**src/rtl/adc_wave_src.sv**
```systemverilog
// adc_wave_src: on-board ADC-style test signal source (sine/square/triangle/sawtooth about mid-scale 0x80).
// Define ADC_WAVE_SINE_EN to compile in the sine LUT; without it wave_sel=0 produces triangle.
module adc_wave_src #(
    parameter int DIV     = 10,
    parameter int PHASE_W = 24
) (
    input  logic               clk_100m,
    input  logic               s,
    input  logic               run,
    input  logic [PHASE_W-1:0] freq_word,
    input  logic [1:0]         wave_sel,
    input  logic [7:0]         amp,
    output logic [7:0]         ad_data,
    output logic               ad_valid,
    output logic               ad_clk
);
    localparam int CW = $clog2(DIV);

    logic [CW-1:0]      r_cnt;
    logic               r_ad_clk;
    logic [PHASE_W-1:0] r_acc;
    logic [7:0]         r_raw;
    logic [7:0]         r_amp;
    logic [7:0]         r_data;
    logic               r_v1;
    logic               r_valid;

    logic               w_tick;
    logic               w_emit;
    logic [CW-1:0]      w_cnt_nxt;
    logic [7:0]         w_p;
    logic [7:0]         w_tri;
    logic [7:0]         w_sq;
    logic [7:0]         w_sine;
    logic [7:0]         w_raw;
    logic [7:0]         w_scaled;
    logic [7:0]         w_out;
    logic signed [8:0]  w_d;
    logic signed [16:0] w_prod;

    assign w_tick    = r_cnt == CW'(DIV - 1);
    assign w_emit    = w_tick && run;
    assign w_cnt_nxt = w_tick ? '0 : r_cnt + 1'b1;
    assign w_p       = r_acc[PHASE_W-1 -: 8];
    assign w_tri     = w_p[7] ? {~w_p[6:0], 1'b0} : {w_p[6:0], 1'b0};
    assign w_sq      = w_p[7] ? 8'd0 : 8'd255;

`ifdef ADC_WAVE_SINE_EN
    // Quarter-wave table sampled at bin centres, so the wave never touches 0 or 128 exactly.
    localparam logic [6:0] SINE_LUT [64] = '{
        7'd2,   7'd5,   7'd8,   7'd11,  7'd14,  7'd17,  7'd20,  7'd23,
        7'd26,  7'd29,  7'd32,  7'd35,  7'd38,  7'd41,  7'd44,  7'd47,
        7'd50,  7'd53,  7'd56,  7'd58,  7'd61,  7'd64,  7'd67,  7'd69,
        7'd72,  7'd74,  7'd77,  7'd79,  7'd82,  7'd84,  7'd86,  7'd89,
        7'd91,  7'd93,  7'd95,  7'd97,  7'd99,  7'd101, 7'd103, 7'd105,
        7'd106, 7'd108, 7'd110, 7'd111, 7'd113, 7'd114, 7'd115, 7'd117,
        7'd118, 7'd119, 7'd120, 7'd121, 7'd122, 7'd123, 7'd124, 7'd124,
        7'd125, 7'd125, 7'd126, 7'd126, 7'd127, 7'd127, 7'd127, 7'd127
    };
    logic [6:0] w_q;
    assign w_q    = SINE_LUT[w_p[6] ? ~w_p[5:0] : w_p[5:0]];
    assign w_sine = w_p[7] ? 8'd128 - {1'b0, w_q} : 8'd128 + {1'b0, w_q};
`else
    assign w_sine = w_tri;
`endif

    assign w_raw = (wave_sel == 2'd3) ? w_p :
                   (wave_sel == 2'd2) ? w_tri :
                   (wave_sel == 2'd1) ? w_sq : w_sine;

    // Signed scaling about mid-scale; >>> floors, so the result stays within 0..255.
    assign w_d      = $signed({1'b0, r_raw}) - 9'sd128;
    assign w_prod   = 17'(w_d) * 17'($signed({1'b0, r_amp}));
    assign w_scaled = 8'((w_prod >>> 8) + 17'sd128);
    assign w_out    = (r_amp == 8'hFF) ? r_raw : w_scaled;

    always_ff @(posedge clk_100m) begin
        if (!s) begin
            r_cnt    <= '0;
            r_ad_clk <= 1'b0;
            r_acc    <= '0;
            r_raw    <= 8'h80;
            r_amp    <= 8'hFF;
            r_v1     <= 1'b0;
            r_data   <= 8'h80;
            r_valid  <= 1'b0;
        end else begin
            r_cnt    <= w_cnt_nxt;
            r_ad_clk <= w_cnt_nxt >= CW'(DIV / 2);
            r_v1     <= w_emit;
            r_valid  <= r_v1;
            if (w_emit) begin
                r_acc <= r_acc + freq_word;
                r_raw <= w_raw;
                r_amp <= amp;
            end
            if (r_v1)
                r_data <= w_out;
        end
    end

    assign ad_data  = r_data;
    assign ad_valid = r_valid;
    assign ad_clk   = r_ad_clk;
endmodule

```
**config.mk**
```make
export PLATFORM = sky130hd
export DESIGN_NAME = adc_wave_src
export DESIGN_NICKNAME = d
export VERILOG_FILES = /design/src/rtl/adc_wave_src.sv
export SDC_FILE = /design/constraint.sdc
export NUM_CORES = 1
export LEC_CHECK = 0
export ABC_CLOCK_PERIOD_IN_PS = 4200
export CAP_MARGIN = 20
export CORE_MARGIN = 8
export CORE_UTILIZATION = 54
export CTS_CLUSTER_DIAMETER = 200
export DETAILED_ROUTE_END_ITERATION = 7
export PLACE_DENSITY_LB_ADDON = 0.05
export SYNTH_ARGS = -nofsm -noshare
export SYNTH_HDL_FRONTEND = slang
export SYNTH_SLANG_ARGS = --single-unit
```
**constraint.sdc**
```tcl
create_clock -name clk_100m -period 4.2 [get_ports clk_100m]
set_input_delay 0.42 -clock clk_100m [delete_from_list [all_inputs] [get_ports clk_100m]]
set_output_delay 0.42 -clock clk_100m [all_outputs]
set_load 0.01 [all_outputs]
```
# After elaboration in Yosys (flattened, before gate mapping)
# Cells that the tools add are included.
# word_totals
wordCells,28
out_inout_bits,10
regBits,55
inputBits,37
# op_classes
add_sub_neg,4
bitwise,1
n_mul,1
reduce_logical,1
order_cmp,1
eq_ne,5
mux,7
# ops
cell,n
$mux W8,6
$add A24 B24 Y24,1
$mul A9 B9 Y16,1
$sub A8 B8 Y9 const B,1
$add A8 B8 Y8 const B,1
$eq A8 B8 Y1 const B,1
$not A7 Y7,1
$add A4 B1 Y4 const B,1
$eq A2 B2 Y1 const B,2
$eq A4 B4 Y1 const B,1
$ge A4 B3 Y1 const B,1
$mux W4,1
$eq A2 B1 Y1 const B,1
$logic_and A1 B1 Y1,1

# Logic depth before layout (Yosys ltp)
# Gate-level depths: netlist of the first run.
# depth
ltp_word,5
mapped_depth,18
ltp_nobuf,17

# Worst setup path before layout of the first run
# OpenSTA, ideal clock, no wires.
# synth_timing
kind,flip-flop to flip-flop
start,reg r_amp[2]
end,reg r_data[5] (netlist: ad_data[5])
period_less_slack_ns,4.603
path_slack_ns,-0.403
path_stages_with_launch,17
arrival_ns,4.466
path_buffers,1
path_cell_list,dfxtp_1 clkbuf_1 nand2b_1 fa_1 fa_1 inv_1 fa_1 inv_1 fa_1 inv_1 ha_1 a21o_1 a41o_1 a41o_2 or3_2 nand3b_1 a31oi_1
# synth_via
elab_chain_cells,3
# synth_rtl
item,line,source
start: declaration,23,logic [7:0] r_amp;
start signal: assignment,95,r_amp <= amp;
$mul A9 B9 Y16,73,"assign w_prod = 17'(w_d) * 17'($signed({1'b0, r_amp}));"
$add A8 B8 Y8,74,assign w_scaled = 8'((w_prod >>> 8) + 17'sd128);
$mux W8 *,75,assign w_out = (r_amp == 8'hFF) ? r_raw : w_scaled;
end signal: assignment,98,r_data <= w_out;
end: declaration,24,logic [7:0] r_data;
# Mark *: on every way between the ends. The rest lies on a longest branch, timed or not.
# A chain may end at the register's enable or synchronous reset.

# Final worst setup path of the first run
# layout_timing
start,reg r_raw[7]
end,reg r_data[5] (netlist: ad_data[5])
# layout_via
elab_chain_cells,4
# layout_rtl
item,line,source
start: declaration,22,logic [7:0] r_raw;
start signal: assignment,94,r_raw <= w_raw;
$sub A8 B8 Y9,72,"assign w_d = $signed({1'b0, r_raw}) - 9'sd128;"
$mul A9 B9 Y16,73,
$add A8 B8 Y8,74,
$mux W8,75,
# No other way between the ends.

==> results by stage, run 1 <==
Logic synthesis:
- For this run, the leading register cell type out of synthesis is sky130_fd_sc_hd__dfxtp_1.
- The count of flip-flops with a built-in enable after synthesis is 0.
- The number of library cell types mapped by synthesis is 63.
- The number of nets in the synthesized netlist is 836.
- The Yosys step of the flow raised 0 warnings.
- The netlist area before placement is 5760 um2.
- The post-synthesis average cell area is 8.27 um2.
- The number of instances in the synthesized netlist is 696.
- The async set or reset register ratio after synthesis is 0%.
- The flip-flop and latch count after synthesis is 55.
- The share of the yosys chip area belonging to registers is 19.1%.

Clock network:
- The maximum count of clock buffers along a single path is 2.
- The cell at the root of the clock tree is sky130_fd_sc_hd__clkbuf_8.
- After clock tree synthesis, the flow added hold-fix buffers numbering 0.
- The number of clock buffers inserted by TritonCTS is 5.
- The TritonCTS clock tree is yes.
- The H-tree was split into 2 levels.
- At the later pin of the worst-skew pair, clock insertion delay measures 0.32 ns.
- The sink count of the clock tree is 55.
- The register clock-pin slew on the reported worst setup and hold paths is 0.11 ns.

Floorplan:
- During I/O placement, the number of pins put on the boundary was 47.
- In this run the vertical extent of the chip is 119 um.
- The core region is 10300 um2.
- The initial standard-cell utilization of the core is 55.8%.
- Row generation in the floorplan step produced 37 rows.
- The width of the chip is 119 um.
- The die area is 14200 um2.

Route:
- The detailed-routing iteration count for the pre-antenna-repair pass is 4.
- The average wire length per cell after detail routing is 14.6 um.
- The mean number of vias per cell is 5.40.
- For this block, the via count after detailed routing is 4834.
- The final wirelength is 13100 um.
- The count of antenna-violating nets left after detailed routing is 0.
- The initial detailed-routing violation count is 254.
- In the routed design, unresolved DRC markers number 0.

Worst setup path:
- STA classifies the critical path startpoint as a flip-flop.
- The endpoint required time on the critical path is 4.38 ns.
- The largest fanout on the critical path is 6.
- The setup check on the worst reg-to-reg path leaves a slack of -0.11 ns.
- The arrival time reported for the critical path endpoint is 4.49 ns.
- The worst register-to-register path begins at r_raw[7]$_SDFFE_PN1P_.
- The worst register-to-register path ends at ad_data[5]$_SDFFE_PN0P_.
- The length in cells of the worst reg-to-reg path is 16.
- STA classifies the critical path endpoint as a flip-flop.
- The start-to-end type of the worst setup path is reg -> reg.

Hold path:
- The destination of the worst hold path is r_acc[15]$_SDFFE_PN0P_.
- The count of cells along the worst hold path is 2.
- The launch point of the worst hold path is r_acc[15]$_SDFFE_PN0P_.
- The path class of the tightest hold or removal check is reg -> reg.

Final layout:
- The number of nets in the layout is 898.
- Relative to the synthesized area, the layout overhead comes to 18.4%.
- The number of filler cells placed in the layout is 885.
- The number of inserted diodes is 0.
- The multi-input combinational cells in the finished layout cover a total of 4330 um2.
- For this run, the number of standard cells in the final layout without fillers is 895.
- Of the cells placed in the final design, the portion with a size suffix greater than 1 is 11.6%.
- In the final layout, flip-flops and latches occupy 1110 um2.

Job:
- The number of violations of the max-capacitance limit is 0.

Pwr:
- The worst vdd rail ir drop is 0.000115 V.
- Summed over all cells, the static leakage comes to 3.21 nW.
- The overall power is 0.998 mW.
- Dividing total power by cell area gives a power density of 146 nW/um2.

Global route:
- The remaining global-route overflow is 0.
- The number of global-route vias before repair is 4923.
- The maximum number of pins on one net before global-route repair is 62.
- Across every metal layer, demand over resource in global routing totals 18.9%.
- The first global-routing pass estimated 22600 um of wire.
- The number of antenna violations at the first check in global routing came to 0.

STA:
- Static timing analysis puts the maximum clock frequency at 232 MHz.
- The slack of the critical path is -0.107 ns.
- The setup clock skew after layout is 0.0140 ns.
- The transition time at the pin with the least slew margin is 0.983 ns.
- Setup repair after global routing could not meet its margin everywhere.
- The hold violation count in the final report was 0.
- The count of pins over their slew limit came to 0.
- The share of the clock period used by the worst path after layout is 103%.
- The worst-case headroom to the max-slew limit is 34.5%.
- The smallest clock period supported by the final layout is computed as 4.31 ns.
- Setup violations remaining at the end of the flow were counted as 4.

Place:
- The number of port buffers is 46.
- The congestion estimate from routability-driven global placement came to 0.868.
- The total instance count after detailed placement is 886.
- Detailed placement ended at an HPWL of 10400 um.

Outcome:
- The flow ran to the end, but the final reports show violations.
- The final reports fail on negative setup slack.
## worst max-delay path by stage
stage / start / endpoint / slack, ns / depth (start not counted)
after floorplan: r_amp[0]$_SDFFE_PN1P_ / ad_data[5]$_SDFFE_PN0P_ / -0.01 / 16
after global placement: r_amp[2]$_SDFFE_PN1P_ / ad_data[6]$_SDFFE_PN0P_ / -0.07 / 16
after detailed placement: r_raw[7]$_SDFFE_PN1P_ / ad_data[7]$_SDFFE_PN1P_ / -0.16 / 15
after CTS: r_raw[7]$_SDFFE_PN1P_ / ad_data[5]$_SDFFE_PN0P_ / -0.11 / 16
after global routing: r_raw[7]$_SDFFE_PN1P_ / ad_data[5]$_SDFFE_PN0P_ / -0.31 / 16
final: r_raw[7]$_SDFFE_PN1P_ / ad_data[5]$_SDFFE_PN0P_ / -0.11 / 16
## area by class of cell
| class | count | area share [%] |
|---|---|---|
| well taps | 136 | 2.50 |
| inverters | 90 | 4.96 |
| clock buffers | 6 | 1.06 |
| flip-flops and latches | 55 | 16.3 |
| multi-input cells | 520 | 63.5 |
| clock inverters | 2 | 0.551 |
| repair buffers | 86 | 11.1 |
## logic make-up after synthesis
logic type	count (synthesis)	share of synthesized area, %
and+or+nand+nor	233	21.3
AOI/OAI and AO/OA	154	18.0
buffers and inverters	121	7.95
adders and majority gates	103	29.0
DFF	55	19.1
xor gates and xnor gates	26	3.95
muxes	4	0.695
## per-layer routing
| layer | track usage [%] | routed length (um) | vias up |
|---|---|---|---|
| met5 | 0 | 0 | - |
| met4 | 5.85 | 237 | 0 |
| met3 | 2.69 | 354 | 15 |
| met2 | 33.5 | 6430 | 75 |
| met1 | 23.0 | 6060 | 2301 |
| li1 | - | - | 2443 |
## placed cells by master (no fill, tap or decap), drive strengths merged, types with 3 or more instances in the layout
master,n
o21bai,4
clkbuf,6
o41ai,3
a21oi,29
a211oi,7
a211o,3
xor2,7
a31oi,7
o31a,3
mux2i,4
nand2,78
fa,51
o31ai,4
or2,3
nand3b,5
nor3,5
nand2b,10
dfxtp,55
and2,55
nor3b,3
o22ai,7
nor2,14
a21boi,11
buf,41
nand3,23
o21ai,42
ha,52
a21o,6
inv,90
o211a,6
xnor2,19
nor2b,19
clkdlybuf4s50,45
o211ai,6
o21a,6
or3,5
nand4,3
## critical path, cell delays in order (launching register included)
cell,delay [ns]
sky130_fd_sc_hd__dfxtp_4,0.37
sky130_fd_sc_hd__or2b_4,0.28
sky130_fd_sc_hd__fa_1,0.50
sky130_fd_sc_hd__inv_2,0.04
sky130_fd_sc_hd__fa_1,0.51
sky130_fd_sc_hd__inv_1,0.05
sky130_fd_sc_hd__fa_1,0.47
sky130_fd_sc_hd__inv_1,0.05
sky130_fd_sc_hd__fa_1,0.47
sky130_fd_sc_hd__ha_4,0.19
sky130_fd_sc_hd__nor3_4,0.18
sky130_fd_sc_hd__o41ai_2,0.10
sky130_fd_sc_hd__a41o_1,0.23
sky130_fd_sc_hd__a41o_4,0.25
sky130_fd_sc_hd__or3_4,0.32
sky130_fd_sc_hd__nand3b_1,0.09
sky130_fd_sc_hd__a31oi_1,0.07
## state kept, by name, indices dropped and copies added, names as in the netlist
name / cells
r_v1: 1
ad_data: 8
r_acc: 24
ad_clk: 1
ad_valid: 1
r_raw: 8
r_cnt: 4
r_amp: 8
## Yosys cell counts, drive strengths merged, types with 6 or more instances
| cell | n | area share (%) |
|---|---|---|
| a211oi | 7 | 1.0 |
| a21boi | 11 | 1.4 |
| a21o | 6 | 0.78 |
| a21oi | 29 | 2.5 |
| a31oi | 7 | 0.76 |
| and2 | 55 | 6.0 |
| clkbuf | 27 | 1.8 |
| dfxtp | 55 | 19 |
| fa | 51 | 18 |
| ha | 52 | 11 |
| inv | 90 | 5.9 |
| nand2 | 78 | 5.1 |
| nand2b | 10 | 1.1 |
| nand3 | 23 | 2.0 |
| nor2 | 14 | 0.91 |
| nor2b | 19 | 2.1 |
| o211a | 6 | 1.0 |
| o211ai | 6 | 0.78 |
| o21a | 6 | 0.78 |
| o21ai | 42 | 3.6 |
| o22ai | 7 | 0.87 |
| xnor2 | 19 | 2.9 |
| xor2 | 7 | 1.1 |
## through the flow
stage          util (%)  hold WS [ns]  setup slack, ns  area [um2]  TNS [ns]
6_report           66.0         0.468           -0.107        6820    -0.331
5_1_grt            66.0         0.502           -0.306        6820     -1.59
4_1_cts            65.7         0.472           -0.110        6780    -0.352
3_5_place_dp       64.3         0.455           -0.159        6640    -0.566
3_3_place_gp       64.3         0.445          -0.0665        6640    -0.180
2_1_floorplan         -         0.434          -0.0102        5850   -0.0102
## power breakdown
group | leakage [nW] | total [mW] | switching (mW) | internal, mW
clock | 0.0514 | 0.365 | 0.187 | 0.178
combinational | 2.71 | 0.106 | 0.0483 | 0.0581
sequential | 0.442 | 0.526 | 0.00360 | 0.522
total | 3.21 | 0.998 | 0.239 | 0.759
## repair_timing
action | 4_1_cts | 5_1_grt
pin swaps | 3 | 1
buffers inserted | 0 | 1
setup endpoints to repair | 6 | 8
resized for setup | 11 | 6
(Power assumes the default switching activity.)
==> run 2: changes to the inputs <==
- ABC_CLOCK_PERIOD_IN_PS: 4200 -> 5350
- CORE_UTILIZATION: 54 -> 60
- CTS_CLUSTER_DIAMETER: 200 -> 60
- clock period: 4.2 -> 5.35 ns (I/O delays scaled with it)
==> results by stage, run 2 (synthesized netlist as in run 1, its figures left out) <==
Final layout:
- The number of flip-flops under the largest register name is 24.
- r_acc holds more flip-flops than any other register.
- The synthesis-to-layout area growth is 11.3%.
- The most common library cell in the layout ignoring fill and taps is sky130_fd_sc_hd__inv_1.
- Fill cells in the final layout number 752.
- The number of inserted diodes is 0.
- The final cell count without fillers is 850.
- Summing all non-filler instances in the final layout gives an area of 6410 um2.
- The number of nets in the layout is 860.
- In the layout the commonest cells are sky130_fd_sc_hd__inv_1 (89), sky130_fd_sc_hd__nand2_1 (78), sky130_fd_sc_hd__dfxtp_1 (55), sky130_fd_sc_hd__and2_1 (53), sky130_fd_sc_hd__ha_1 (52).
- The share of post-route cells with drive strength above 1 is 3.47%.

Route:
- After detailed routing, the number of vias per cell comes to 5.53.
- The count of antenna-violating nets left after detailed routing is 0.
- The highest metal layer carrying signal wires in the routed design is met4.
- For this run, the detailed router's first-pass iteration total came to 4.
- The routed wire length on met3 is 450 um.
- The routed wire length on met2 is 6410 um.
- In the final routed layout, each cell accounts on average for 14.8 um.
- The detailed router placed 4702 vias in this run.
- The residual DRC count is 0.
- The routed length on met1 is 5640 um.
- The final wirelength is 12600 um.
- After the first detailed-routing iteration, the DRC count stood at 272.

Place:
- The congestion estimate from routability-driven global placement came to 0.920.
- Port buffering added 46 buffers.
- The placed instance area is 6270 um2.
- The total half-perimeter wirelength after legalization and detailed placement is 9720 um.
- The total instance count after detailed placement is 841.

Worst setup path:
- The start-to-end type of the worst setup path is reg -> reg.
- STA classifies the critical path startpoint as a flip-flop.
- The largest fanout on the critical path is 8.
- At the worst endpoint, the required time is 5.56 ns.
- The length in cells of the worst reg-to-reg path is 15.
- Data arrives at the worst endpoint at 5.07 ns.
- The worst setup path is captured at a flip-flop.

Global route:
- The number of antenna violations at the first check in global routing is 0.
- The first-pass GRT wire length is 22000 um.
- The number of global-route vias before repair is 4863.
- The global-route total usage across every layer is 20.5%.
- Entering global routing, the biggest net connects 62 pins.
- For this run the aggregate overflow at the end of global routing stands at 0.

STA:
- The smallest clock period supported by the final layout is computed as 4.86 ns.
- The count of final setup violators is 0.
- Setup repair after global routing left no endpoint under its margin.
- The count of pins over their slew limit is 0.
- At the pin with the least slew margin, the transition time is 1.01 ns.
- The setup clock skew after layout is 0.0128 ns.
- The accumulated negative setup slack is 0 ns.
- The hold violation count in the final report is 0.
- In the finished design, the share of the clock period the worst path needs comes to 90.8%.
- Based on the critical path, the design can be clocked at up to 206 MHz.
- The worst-case headroom to the max-slew limit is 32.6%.

Clock network:
- TritonCTS built the clock tree.
- In this run the clock root is driven by a sky130_fd_sc_hd__clkbuf_8.
- The cts-stage hold buffer count is 0.
- The number of clock buffers inserted by TritonCTS is 5.
- At the later pin of the worst-skew pair, clock insertion delay measures 0.32 ns.
- The total of cells resized after clock tree synthesis is 0.
- The longest clock path from root to sink contains 2 buffers.
- The register clock-pin slew on the reported worst setup and hold paths is 0.11 ns.
- The H-tree depth is 2.
- Post-CTS timing repair inserted 0 buffers for setup.
- The sink count of the clock tree is 55.

Floorplan:
- During I/O placement, the number of pins put on the boundary was 47.
- Row generation in the floorplan step produced 35 rows.
- From left edge to right edge, the die measures 114 um.
- The area of the core is 9280 um2.
- The floorplan step set the die height to 114 um.
- The die area is 13000 um2.
- Once the floorplan was initialized, standard cells occupied 62.0% of the core.

Pwr:
- In this run the power density over the cells is 129 nW/um2.
- In this run the static leakage power is 3.01 nW.
- The overall power is 0.830 mW.
- The worst vdd rail ir drop is 0.0000951 V.

Hold path:
- The min-delay analysis places its worst path in the category reg -> reg.
- The count of cells along the worst hold path is 2.

Outcome:
- The flow ran to the end, and the final reports show no timing, DRC or antenna violations.

Job:
- The number of violations of the max-capacitance limit is 0.
==> run 2: cell count changes in the layout (fill, tap and decap cells not counted), sizes merged <==
cell      previous run  this run
clkinvlp             1         0
buf                 41         3
bufinv               1         2
==> run 2: worst paths after layout <==
check / startpoint / endpoint / slack [ns]
max: r_amp[0]$_SDFFE_PN1P_ / ad_data[7]$_SDFFE_PN1P_ / 0.49
min reg2reg: r_acc[15]$_SDFFE_PN0P_ / r_acc[15]$_SDFFE_PN0P_ / 0.47
max reg2reg: r_amp[0]$_SDFFE_PN1P_ / ad_data[7]$_SDFFE_PN1P_ / 0.49
min: r_acc[15]$_SDFFE_PN0P_ / r_acc[15]$_SDFFE_PN0P_ / 0.47
==> run 2: per-stage QoR <==
| stage | setup slack (ns) | utilization, % | hold WS [ns] |
|---|---|---|---|
| 6_report | 0.495 | 69.0 | 0.466 |
| 4_1_cts | 0.510 | 68.9 | 0.469 |
| 5_1_grt | 0.236 | 69.0 | 0.486 |
| 3_3_place_gp | 0.609 | 67.5 | 0.445 |
| 3_5_place_dp | 0.510 | 67.5 | 0.453 |
| 2_1_floorplan | 0.747 | - | 0.434 |
==> run 2: layout make-up <==
type | count | area (um2) | share of cell area [%]
sequential | 55 | 1100 | 17.2
tap | 129 | 161 | 2.52
timing repair buffer | 48 | 470 | 7.34
multi-input combinational | 520 | 4210 | 65.6
clock inverter | 2 | 60.1 | 0.937
inverter | 90 | 338 | 5.27
clock buffer | 6 | 72.6 | 1.13
==> run 2: critical path, stage by stage (launching register included) <==
cell	delay, ns
sky130_fd_sc_hd__dfxtp_1	0.45
sky130_fd_sc_hd__or2b_1	0.33
sky130_fd_sc_hd__fa_1	0.54
sky130_fd_sc_hd__fa_1	0.56
sky130_fd_sc_hd__inv_1	0.05
sky130_fd_sc_hd__fa_1	0.47
sky130_fd_sc_hd__inv_1	0.05
sky130_fd_sc_hd__fa_1	0.52
sky130_fd_sc_hd__inv_1	0.04
sky130_fd_sc_hd__ha_1	0.33
sky130_fd_sc_hd__a21o_1	0.17
sky130_fd_sc_hd__a41o_1	0.26
sky130_fd_sc_hd__a41o_2	0.33
sky130_fd_sc_hd__o41ai_1	0.40
sky130_fd_sc_hd__xnor2_1	0.18
sky130_fd_sc_hd__a21oi_1	0.08
==> run 2: layer usage <==
layer / vias to the layer above / global-route usage (%)
met3: 8 / 3.06
met1: 2250 / 24.5
met4: 0 / 4.53
li1: 2370 / -
met2: 74 / 37.6
met5: - / 0
==> run 2: where the power goes <==
part / internal (mW) / leakage [nW] / switching, mW
logic: 0.0449 / 2.50 / 0.0379
registers: 0.411 / 0.444 / 0.00304
clock network: 0.187 / 0.0654 / 0.145
total: 0.643 / 3.01 / 0.186
==> run 3: changes to the inputs <==
- CORE_MARGIN: 8 -> default
- DONT_BUFFER_PORTS: default -> 1
==> results by stage, run 3 (synthesized netlist as in run 1, its figures left out) <==
STA:
- Setup repair after global routing left no endpoint under its margin.
- The accumulated negative setup slack is 0 ns.
- Setup violations remaining at the end of the flow were counted as 0.
- The share of the clock period used by the worst path after layout is 90.0%.
- The setup clock skew after layout is 0.0177 ns.
- The hold violation count in the final report came to 0.
- The count of pins over their slew limit was 0.
- The transition time at the pin with the least slew margin is 0.981 ns.
- The minimum period implied by the final worst setup slack is 4.81 ns.
- The worst-case headroom to the max-slew limit is 34.6%.
- The maximum clock rate is 208 MHz.
- Hold timing on the final database bottoms out at a slack of 0.331 ns.

Route:
- The final wirelength is 12000 um.
- After the first detailed-routing iteration, the DRC count stood at 132.
- The via total after detailed routing is 4494.
- Before antenna repair, the detailed router went through 4 iterations.
- The average wire length per cell after detail routing is 14.9 um.
- The residual DRC count is 0.
- The mean number of vias per cell is 5.59.
- The count of antenna-violating nets left after detailed routing is 0.

Global route:
- The number of antenna violations at the first check in global routing is 0.
- Global routing used 25.7% of the available tracks.
- The remaining global-route overflow is 0.
- The number of global-route vias before repair is 4484.
- Entering global routing, the biggest net connects 62 pins.
- The first-pass GRT wire length is 20500 um.

Place:
- The HPWL after detailed placement is 9230 um.
- The last weighted congestion value of the routability-driven placer is 0.918.
- Buffers placed on the I/O ports in this run total 0.

Worst setup path:
- Data arrives at the worst endpoint at 4.99 ns.
- The number of buffer and inverter stages on the critical path is 3.
- The cell that appears most often on the critical path is sky130_fd_sc_hd__fa_1.
- In this design, the stage delay of the slowest critical-path cell is 0.56 ns.
- The worst setup path is launched from a flip-flop.
- The worst setup path is captured at a flip-flop.
- The critical path goes through or2b_1, fa_1, fa_1, inv_1, fa_1, inv_1, fa_1, inv_1, ha_1, a21o_1, a41o_1, a41o_2, or3_2, nand3b_1, a31oi_1.
- The worst flop-to-flop path startpoint is r_amp[0]$_SDFFE_PN1P_.
- For flop-to-flop paths, the worst setup slack is 0.54 ns.
- The largest fanout on the critical path is 8.
- The reg-to-reg endpoint is ad_data[5]$_SDFFE_PN0P_.
- The endpoint required time on the critical path is 5.53 ns.
- Measured in cells, the most critical reg-to-reg path has a length of 15.
- The standard cell with the maximum stage delay on the critical path is sky130_fd_sc_hd__fa_1.
- The start-to-end type of the worst setup path is reg -> reg.
- In this design, the largest share of critical-path delay is due to adder cells.

Clock network:
- The total of cells resized after clock tree synthesis is 0.
- In this run the post-CTS setup repair buffer count came out at 0.
- The number of clock buffers inserted by TritonCTS is 5.
- The root buffer cell chosen for the clock tree is sky130_fd_sc_hd__clkbuf_8.
- The TritonCTS clock tree is yes.
- Clock latency on the worst-skew pair, taken at its later pin, is 0.31 ns.
- The register clock-pin slew on the reported worst setup and hold paths is 0.11 ns.
- The H-tree depth is 2.
- The sink count of the clock tree is 55.
- The longest clock path from root to sink contains 2 buffers.
- In this run, post-CTS hold repair placed 0 buffers.

Final layout:
- The top cell types in the final layout, fill and taps aside, are sky130_fd_sc_hd__inv_1 (89), sky130_fd_sc_hd__nand2_1 (78), sky130_fd_sc_hd__dfxtp_1 (55), sky130_fd_sc_hd__and2_1 (53), sky130_fd_sc_hd__ha_1 (52).
- The synthesis-to-layout area growth is 3.13%.
- The number of antenna diodes in the final layout is 0.
- In the final design database the tool counted 814 nets.
- Cells with a size suffix above 1 make up 3.70% of the layout.
- Leaving out fill and tap cells, the most frequent cell in the layout is sky130_fd_sc_hd__inv_1.
- The register with the most flip-flops in the layout has 24 of them.
- More flip-flops sit in one register than any other, and that register is r_acc.

Hold path:
- The destination of the worst hold path is r_amp[5]$_SDFFE_PN1P_.
- In this run the most critical hold path is launched from s.
- The path category of the worst min-delay check is in -> reg.
- Along the worst hold path, the cell count comes to 1.

Pwr:
- In this run the power density over the cells is 119 nW/um2.
- The internal portion of the total power is 0.539 mW.
- The worst-case IR drop observed on VDD is 0.0000957 V.
- The share of total power dissipated in sequential elements is 58.4%.
- The switching share of total power is 24.0%.
- The clock power share is 35.0%.
- Per report_power, the combinational group accounts for 6.6% of the total.
- For this design the static power due to leakage is 2.83 nW.
- The analysis attributes to net switching a power of 0.170 mW.

Job:
- The number of violations of the max-capacitance limit is 0.

Outcome:
- The run finished with clean final reports.

Floorplan:
- The die height is 100 um.
- The width of the chip is 100 um.
- In this run the standard cell core region covers 9280 um2.
- The initial standard-cell utilization of the core is 62.0%.
- The die area is 10000 um2.
- The top-level port count is 47.
- The initialized floorplan defines 35 standard-cell rows.
[run 3: changes by cell type in the layout (fill, tap and decap cells not counted), sizes merged]
cell	change
bufinv	-2
clkdlybuf4s50	-45
buf	-1
clkinv	+1
clkinvlp	+1
[run 3: how the worst max path moves through the flow]
stage,cells past startpoint,startpoint,endpoint,slack (ns)
after floorplan,16,r_amp[2]$_SDFFE_PN1P_,ad_data[5]$_SDFFE_PN0P_,0.75
after global routing,16,r_amp[0]$_SDFFE_PN1P_,ad_data[7]$_SDFFE_PN1P_,0.24
after global placement,15,r_amp[0]$_SDFFE_PN1P_,ad_data[5]$_SDFFE_PN0P_,0.59
after detailed placement,15,r_amp[0]$_SDFFE_PN1P_,ad_data[5]$_SDFFE_PN0P_,0.50
after CTS,15,r_amp[0]$_SDFFE_PN1P_,ad_data[5]$_SDFFE_PN0P_,0.52
final,15,r_amp[0]$_SDFFE_PN1P_,ad_data[5]$_SDFFE_PN0P_,0.54
[run 3: power by group through the flow]
stage / Clock [mW] / Combinational (mW) / Sequential, mW
floorplan: 0 / 0.0448 / 0.423
global placement: 0 / 0.0446 / 0.423
detailed placement: 0 / 0.0460 / 0.424
CTS: 0.259 / 0.0465 / 0.414
global route: 0.272 / 0.0530 / 0.415
finish: 0.249 / 0.0468 / 0.414
[run 3: routing by layer]
metal	share of wire (%)	GRT usage, %	up-vias
met5	0	0	-
met3	3.8	3.27	10
met2	50	46.1	66
met1	45	33.1	2136
met4	1.2	5.57	0
li1	-	-	2282
[run 3: per-stage QoR]
stage | power, mW | util, % | cells | area (um2) | worst slack, ns
detailed placement | 0.469 | 62.5 | 794 | 5810 | 0.502
global route | 0.740 | 64.0 | 804 | 5940 | 0.239
floorplan | 0.468 | - | 696 | 5760 | 0.747
finish | 0.709 | 64.0 | 804 | 5940 | 0.536
global placement | 0.468 | 62.5 | 794 | 5810 | 0.592
CTS | 0.719 | 63.6 | 802 | 5900 | 0.515
[run 3: layout make-up]
class / instances / area [um2]
tap: 129 / 161
inverter: 90 / 338
fill: 816 / 3340
multi-input combinational: 520 / 4210
sequential: 55 / 1100
clock buffer: 6 / 82.6
timing repair buffer: 2 / 35.0
clock inverter: 2 / 16.3
